## src/rtl/decryption_pkg.sv

```systemverilog
// Shared types and constants for the decryption front-end.
//   state_t      : scheduler FSM states
//   SEL_*        : algorithm / output-mux select codes
//   DEF_*        : default data width and end-of-message marker
package decryption_pkg;

    typedef enum logic [1:0] {
        IDLE  = 2'd0,
        ROUTE = 2'd1,
        DRAIN = 2'd2,
        FLUSH = 2'd3
    } state_t;

    localparam logic [1:0] SEL_CAESAR  = 2'd0;
    localparam logic [1:0] SEL_SCYTALE = 2'd1;
    localparam logic [1:0] SEL_ZIGZAG  = 2'd2;
    localparam logic [1:0] SEL_NONE    = 2'd3;

    localparam int         DEF_D_WIDTH    = 8;
    localparam logic [7:0] DEF_TERMINATOR = 8'hFA;

endpackage

```

## src/rtl/drain_watchdog.sv

```systemverilog
// Clearable, enabled up-counter with a terminal-count flag.
//   clk, rst_n : clock, async active-low reset
//   clr_i      : synchronous clear to 0 (has priority over en_i)
//   en_i       : count enable
//   tc_o       : high while enabled and the count equals TIMEOUT-1, i.e.
//                during the TIMEOUT-th enabled cycle after a clear
module drain_watchdog #(
    parameter int TIMEOUT = 1023
) (
    input  logic clk,
    input  logic rst_n,
    input  logic clr_i,
    input  logic en_i,
    output logic tc_o
);
    localparam int CW = $clog2(TIMEOUT + 1);

    logic [CW-1:0] cnt_q;

    assign tc_o = en_i && (cnt_q == CW'(TIMEOUT - 1));

    always_ff @(posedge clk or negedge rst_n) begin
        if (!rst_n) begin
            cnt_q <= '0;
        end else if (clr_i) begin
            cnt_q <= '0;
        end else if (en_i && !tc_o) begin
            cnt_q <= cnt_q + CW'(1);
        end
    end
endmodule

```

## src/rtl/decryption_scheduler.sv

```systemverilog
// Front-end scheduler: routes each message to one of three decryptors,
// back-pressures the source while that decryptor drains, and drives the
// output mux select. All outputs are registered.
//   data_i/valid_i/select_i : encrypted byte stream and per-message algorithm
//   busy_o                  : source must hold off while high
//   dataN_o/validN_o        : decryptor inputs (0 Caesar, 1 Scytale, 2 ZigZag)
//   busyN_i                 : decryptor busy while emitting plaintext
//   mux_select_o            : output mux select, 3 = disabled
//   msg_len_o               : length of last routed message incl. terminator
//   err_o                   : one-cycle error pulse (bad select, dropped byte,
//                             drain timeout)
module decryption_scheduler
    import decryption_pkg::*;
#(
    parameter int                 D_WIDTH    = DEF_D_WIDTH,
    parameter logic [D_WIDTH-1:0] TERMINATOR = D_WIDTH'(DEF_TERMINATOR),
    parameter int                 LEN_W      = 8,
    parameter int                 TIMEOUT    = 1023
) (
    input  logic               clk,
    input  logic               rst_n,
    input  logic [D_WIDTH-1:0] data_i,
    input  logic               valid_i,
    input  logic [1:0]         select_i,
    output logic               busy_o,
    output logic [D_WIDTH-1:0] data0_o,
    output logic               valid0_o,
    output logic [D_WIDTH-1:0] data1_o,
    output logic               valid1_o,
    output logic [D_WIDTH-1:0] data2_o,
    output logic               valid2_o,
    input  logic               busy0_i,
    input  logic               busy1_i,
    input  logic               busy2_i,
    output logic [1:0]         mux_select_o,
    output logic [LEN_W-1:0]   msg_len_o,
    output logic               err_o
);
    // state | meaning
    // IDLE  | waiting for first byte of a message
    // ROUTE | forwarding bytes to the latched decryptor
    // DRAIN | terminator sent, waiting for decryptor busy rise then fall
    // FLUSH | one cycle for the last plaintext byte to cross the mux

    state_t           state_q, state_n;
    logic [1:0]       sel_q, sel_n, fwd_sel;
    logic [LEN_W-1:0] len_q, len_n, msg_len_n;
    logic             seen_q, seen_n;
    logic             err_n, fwd, busy_sel, wd_tc;

    always_comb begin
        case (sel_q)
            SEL_CAESAR:  busy_sel = busy0_i;
            SEL_SCYTALE: busy_sel = busy1_i;
            SEL_ZIGZAG:  busy_sel = busy2_i;
            default:     busy_sel = 1'b0;
        endcase
    end

    drain_watchdog #(.TIMEOUT(TIMEOUT)) u_wd (
        .clk   (clk),
        .rst_n (rst_n),
        .clr_i (state_q != DRAIN),
        .en_i  (state_q == DRAIN),
        .tc_o  (wd_tc)
    );

    always_comb begin
        state_n   = state_q;
        sel_n     = sel_q;
        len_n     = len_q;
        msg_len_n = msg_len_o;
        seen_n    = seen_q;
        err_n     = 1'b0;
        fwd       = 1'b0;
        fwd_sel   = sel_q;
        case (state_q)
            IDLE: begin
                seen_n = 1'b0;
                if (valid_i) begin
                    if (select_i == SEL_NONE) begin
                        err_n = 1'b1;
                    end else begin
                        fwd     = 1'b1;
                        fwd_sel = select_i;
                        sel_n   = select_i;
                        len_n   = LEN_W'(1);
                        if (data_i == TERMINATOR) begin
                            msg_len_n = LEN_W'(1);
                            state_n   = DRAIN;
                        end else begin
                            state_n = ROUTE;
                        end
                    end
                end
            end
            ROUTE: begin
                if (valid_i) begin
                    fwd   = 1'b1;
                    len_n = (len_q == '1) ? len_q : len_q + LEN_W'(1);
                    if (data_i == TERMINATOR) begin
                        msg_len_n = len_n;
                        state_n   = DRAIN;
                    end
                end
            end
            DRAIN: begin
                if (valid_i) err_n = 1'b1;
                if (busy_sel) seen_n = 1'b1;
                // completion wins over a timeout landing on the same cycle
                if (seen_q && !busy_sel) begin
                    state_n = FLUSH;
                end else if (wd_tc) begin
                    err_n   = 1'b1;
                    state_n = IDLE;
                end
            end
            FLUSH: begin
                if (valid_i) err_n = 1'b1;
                state_n = IDLE;
            end
            default: state_n = IDLE;
        endcase
    end

    always_ff @(posedge clk or negedge rst_n) begin
        if (!rst_n) begin
            state_q      <= IDLE;
            sel_q        <= SEL_NONE;
            len_q        <= '0;
            seen_q       <= 1'b0;
            msg_len_o    <= '0;
            err_o        <= 1'b0;
            busy_o       <= 1'b0;
            mux_select_o <= SEL_NONE;
            data0_o      <= '0;
            valid0_o     <= 1'b0;
            data1_o      <= '0;
            valid1_o     <= 1'b0;
            data2_o      <= '0;
            valid2_o     <= 1'b0;
        end else begin
            state_q      <= state_n;
            sel_q        <= sel_n;
            len_q        <= len_n;
            seen_q       <= seen_n;
            msg_len_o    <= msg_len_n;
            err_o        <= err_n;
            // outputs follow the next state so they line up with it
            busy_o       <= (state_n == DRAIN) || (state_n == FLUSH);
            mux_select_o <= (state_n == IDLE) ? SEL_NONE : sel_n;
            valid0_o     <= fwd && (fwd_sel == SEL_CAESAR);
            data0_o      <= (fwd && (fwd_sel == SEL_CAESAR))  ? data_i : '0;
            valid1_o     <= fwd && (fwd_sel == SEL_SCYTALE);
            data1_o      <= (fwd && (fwd_sel == SEL_SCYTALE)) ? data_i : '0;
            valid2_o     <= fwd && (fwd_sel == SEL_ZIGZAG);
            data2_o      <= (fwd && (fwd_sel == SEL_ZIGZAG))  ? data_i : '0;
        end
    end
endmodule

```

## config.mk

```make
export PLATFORM = sky130hd
export DESIGN_NAME = decryption_scheduler
export DESIGN_NICKNAME = d
export VERILOG_FILES = /design/src/rtl/decryption_pkg.sv /design/src/rtl/drain_watchdog.sv /design/src/rtl/decryption_scheduler.sv
export SDC_FILE = /design/constraint.sdc
export NUM_CORES = 1
export LEC_CHECK = 0
export ABC_CLOCK_PERIOD_IN_PS = 2200
export CORE_ASPECT_RATIO = 2
export CORE_MARGIN = 2
export CORE_UTILIZATION = 51
export CTS_CLUSTER_DIAMETER = 30
export DETAILED_ROUTE_END_ITERATION = 16
export PLACE_DENSITY_LB_ADDON = 0.15
export SLEW_MARGIN = 20
export SYNTH_ARGS = -nofsm -noshare
export SYNTH_HDL_FRONTEND = slang
export SYNTH_SLANG_ARGS = --single-unit
```

## constraint.sdc

```tcl
create_clock -name clk -period 2.2 [get_ports clk]
set_input_delay 0.22 -clock clk [delete_from_list [all_inputs] [get_ports clk]]
set_output_delay 0.22 -clock clk [all_outputs]
set_load 0.02 [all_outputs]
```

== Yosys cells after proc, flatten, opt, wreduce, memory -nomap -nowiden ==
Index checks and enable logic that the tools add are counted.
Word-level totals
  register bits after elaboration: 62
  bits of input ports: 16
  logic and storage cells: 96
Cells by class
  add/sub/neg operators: 2
  eq/ne operators: 20
  mux-type cells: 40
  reductions and logical operators: 19
Operator list (count)
  $mux 8: 12
  $pmux 8 s2: 2
  $mux 2: 11
  $mux 10: 2
  $eq 8x8->1 const B: 2
  $eq 2x2->1 const B: 7
  $ne 2x2->1 const B: 7
  $add 10x1->10 const B: 1
  $eq 10x10->1 const B: 1
  $add 8x1->8 const B: 1
  $logic_not 2->1: 4
  $mux 1: 8
  $pmux 2 s4: 1
  $eq 2x1->1 const B: 3
  $logic_and 1x1->1: 6
  $pmux 1 s3: 2
  $reduce_and 6->1: 1
  $reduce_bool 2->1: 3
  $pmux 1 s2: 2
  $reduce_and 4->1: 1
  $logic_not 1->1: 2
  $reduce_and 2->1: 1
  $logic_or 1x1->1: 1

== Depth between registers and ports, before layout ==
  word-level depth: 8
  gate-level depth with buffers: 7
  depth with buffers taken out: 6

== By module ==
Synthesis repeated with hierarchy kept, for this count alone.
Second synthesis, totals
  cells, all modules: 246
  area total of the unflattened synthesis: 2757.6 sq um
By module, submodules not included
  decryption_scheduler: times used 1, cells each 188, area an instance 2188.3 sq um
  drain_watchdog: times used 1, cells each 58, area an instance 569.3 sq um

== Worst setup path before layout ==
OpenSTA, ideal clock, no wires.
  path kind: register to register
  start point: register state_q[0]
  end point: register msg_len_o[3]
  setup time: 125 ps
  arrival time: 1540 ps
  data required time: 2075 ps
  setup slack: 535 ps
  cell stages (with the launch flop): 6
  buffers on the path: 2
  path through: dfrtp_1 > buf_6 > and3b_4 > or4_4 > buf_6 > mux2_4
Between the ends
  longest elaborated chain between the ends: 3
  elaborated cells on any way between the ends: 10
  those cells by class: 6 x eq/ne; 1 x mux; 3 x reduce/logical
RTL lines
  start: declaration: RTL line decryption_scheduler.sv:45  | state_t state_q, state_n;
  start signal: assignment: RTL line decryption_scheduler.sv:143  | state_q <= state_n;
  $eq 2x1->1 or $logic_not 2->1 (tied branches): RTL line decryption_scheduler.sv:77  | case (state_q)
  $ne 2x2->1 (no source line) or $reduce_bool 2->1 (tied branches)
  $reduce_and 6->1 (no source line)
  end signal: assignment: RTL line decryption_scheduler.sv:147  | msg_len_o <= msg_len_n;
  end: declaration: RTL line decryption_scheduler.sv:36  | output logic [LEN_W-1:0] msg_len_o,
Several ways; a longest one is shown, not always the timed one.
A chain may end at the register's enable or synchronous reset.

== Worst setup path after layout ==
  start point: register state_q[1]
  end point: register data2_o[0]
Between the ends
  longest elaborated chain between the ends: 5
  elaborated cells on any way between the ends: 7
  those cells by class: 2 x eq/ne; 3 x mux; 2 x reduce/logical
RTL lines
  $logic_not 2->1: RTL line decryption_scheduler.sv:77
  $mux 2: RTL line decryption_scheduler.sv:77
  via fwd_sel[0]: RTL line decryption_scheduler.sv:46  | logic [1:0] sel_q, sel_n, fwd_sel;
  $eq 2x2->1: RTL line decryption_scheduler.sv:157  | data2_o <= (fwd && (fwd_sel == SEL_ZIGZAG)) ? data_i : '0;
  $logic_and 1x1->1: RTL line decryption_scheduler.sv:157
  $mux 8: RTL line decryption_scheduler.sv:157
  end signal: assignment: RTL line decryption_scheduler.sv:157
  end: declaration: RTL line decryption_scheduler.sv:30  | output logic [D_WIDTH-1:0] data2_o,
The timed path passes the listed nets, and every way through them passes these cells.

==> metrics.txt <==
status=completed; IO buf count=between 50 and 60; initial antenna violation count=0; DR DRC count=0; required time of the critical path=2480 ps; worst setup margin=~280 ps; cts bufs inserted=9; pwr/cell area=approximately 1000 mW/mm2; final-report max-slew violation count=0; Post-DP HPWL=4220 um; DP Cell Count=350; Synth top cells by count=58 x dfrtp_1, 24 x and2_1, 20 x nor2_1; leakage power=1.61 nW; wire per inst=between 15 and 20 um; gp weighted congestion=between 0.7 and 0.8; yosys warns=0; CTS Sinks=62; Core Util, Final=0.695; clk_skew=a little over 6 ps; family with the most delay on the worst path=simple AND/OR/NAND/NOR gates; clk buf depth=2; Synth top area share=0.528; I/O pin count=55; Peak VDD IR=between 0.8 and 0.9 mV; CP Cell Sequence=or4b_4 -> o21ai_4 -> inv_4 -> nor3_4 -> and2_1; effective utilization at floorplan=0.530; Final Hold Vio Count=0; #FFs+latches synth=slightly above 60; post-cts sizing count=0; Internal=between 2 and 3 mW; share of cells above drive strength 1=0.133; Startpoint Class=flip-flop; Non-Filler Instances=around 370; top cells by area, synth=dfrtp_1 53%, and2_1 5.5%, dfstp_2 3.8%; Detailed Route Iter0 Violations=76; Slew @ Worst Pin=around 510 ps; syn_nets=between 200 and 300; hold bufs inserted after CTS=1; fmax=522 MHz; Clock power frac=0.348; area growth from synthesis to layout=31.3%; syn_area_per_cell=roughly 11 um2; global-route wire length before repair=between 9000 and 10000 um; antenna fix cells=0; CP Max Fanout=11; WS Path Type=reg2reg; GR Overflow Total=0; Core ar.=between 0.005 and 0.006 mm2; unique cell type count in the Yosys netlist=54; register share of total power=0.413; clock-pin slew on the worst setup and hold paths=about 70 ps; post-place instance area=roughly 0.0033 mm2; number of cell rows=37; DRT Wirelength=5810 um; Die Ht=about 110 um; Synth area leader=dfrtp_1; WP buf/inv=1; Die Span X=~56 um; crit path DAT=between 2000 and 2500 ps; Post-DRT Antenna Nets=0; largest net degree at the start of global routing=35; Avg Vias per Cell=5.53; postcts setup bufs=0; cell at the slowest stage of the critical path=or4b_4; post-place setup slack=51.5 ps; Final Critical Period=between 1500 and 2000 ps; Setup TNS Final=0 ps; CP Capture Type=flip-flop; combinational cell fraction of total power=0.239; Total Routing Usage GR=0.219; Finished Cell Area=roughly 0.0036 mm2; CTS Root Cell=clkbuf_8; maximum level of the CTS H-tree=3; die area=~0.0060 mm2; Mapped Area=between 0.002 and 0.003 mm2; Post-synth EDFFs=0; relative slew slack=0.653; Sw Pwr=1.01 mW; main flop type after synthesis=dfrtp_1; sw frac=0.284; slowest stage delay, CP=~600 ps; via count=between 2k and 2.5k; most numerous cell in the Yosys netlist=dfrtp_1; worst min path class=in2async; Worst-Skew Late Latency=approximately 340 ps; sequential area share after synthesis=0.567; drt first pass iters=4; RSZ-0062 raised after global routing=no; Post-synth ARST share=1.00; cell count after synthesis=242; final worst-path cycle share=0.871; Total Nets Final=roughly 320; Max-Cap Viols=0; CTS tree=done; Final setup viols=0; Power, Total=approximately 3.6 mW; hold slack=between 200 and 250 ps; vias in the first global route=approximately 2.0k
==> flip-flops by register name, summed over array words and instances (netlist names) <==
| register | cells |
|---|---|
| state_q | 2 |
| mux_select_o | 2 |
| len_q | 8 |
| data1_o | 8 |
| seen_q | 1 |
| msg_len_o | 8 |
| err_o | 1 |
| valid0_o | 1 |
| busy_o | 1 |
| valid2_o | 1 |
| sel_q | 2 |
| u_wd.cnt_q | 10 |
| data2_o | 8 |
| valid1_o | 1 |
| data0_o | 8 |
==> final cells by class <==
class | count | area, um2
clock buffer | 13 | 159
clock inverter | 3 | 90.1
fill | 404 | 1580
inverter | 7 | 31.3
multi-input combinational | 164 | 1100
sequential | 62 | 1560
tap | 58 | 72.6
timing repair buffer | 60 | 596
==> routing by layer <==
layer / part of all wire / track usage / vias to the layer above
li1: - / - / 975
met5: 0 / 0 / -
met2: 0.56 / 0.372 / 43
met4: 0.016 / 0.111 / 0
met1: 0.38 / 0.247 / 1004
met3: 0.037 / 0.0637 / 7
==> cells by family after synthesis <==
kind of cell,Yosys count,share of synthesized area
xor+xnor,5,0.0159
buf+inv,16,0.0323
fa+ha+maj,3,0.0137
compound gates,48,0.118
simple gates,99,0.215
flops,62,0.567
mux,9,0.0374
==> placed cells by master (no fill, tap or decap), drive strengths merged, types with 3 or more instances in the layout <==
| cell type | netlist | routed |
|---|---|---|
| and2 | 24 | 24 |
| nand2 | 15 | 15 |
| ha | 3 | 3 |
| nand4 | 6 | 6 |
| dfstp | 4 | 4 |
| xnor2 | 5 | 5 |
| a31oi | 4 | 4 |
| nand3 | 9 | 9 |
| o21bai | 3 | 3 |
| a21o | 3 | 3 |
| o21ai | 17 | 17 |
| nor3 | 5 | 5 |
| clkdlybuf4s50 | 0 | 53 |
| mux2 | 4 | 4 |
| mux2i | 5 | 5 |
| buf | 4 | 6 |
| a21oi | 6 | 6 |
| dfrtp | 58 | 58 |
| nor2 | 21 | 21 |
| bufinv | 0 | 3 |
| clkbuf | 5 | 13 |
| and4 | 3 | 3 |
| inv | 7 | 7 |
==> power groups by stage <==
stage	logic (mW)	clock network [mW]	registers, mW
6_report	0.854	1.24	1.48
5_1_grt	0.927	1.32	1.50
2_1_floorplan	0.384	0	1.59
3_3_place_gp	0.843	0	1.49
4_1_cts	0.869	1.27	1.47
3_5_place_dp	0.865	0	1.49
==> path summary, 6_finish.rpt <==
check | from | endpoint | slack, ps | cells past startpoint
setup / recovery | state_q[1]$_DFF_PN0_ | data2_o[0]$_DFF_PN0_ | 280 | 5
hold / removal | rst_n | len_q[4]$_DFFE_PN0P_ | 240 | 2
setup reg to reg | state_q[1]$_DFF_PN0_ | data2_o[0]$_DFF_PN0_ | 280 | 5
hold reg to reg | msg_len_o[2]$_DFFE_PN0P_ | msg_len_o[2]$_DFFE_PN0P_ | 470 | 2
max in group asynchronous | rst_n | data1_o[7]$_DFF_PN0_ | 1430 | 3
min in group clk | msg_len_o[2]$_DFFE_PN0P_ | msg_len_o[2]$_DFFE_PN0P_ | 470 | 2
(Power assumes the default switching activity.)
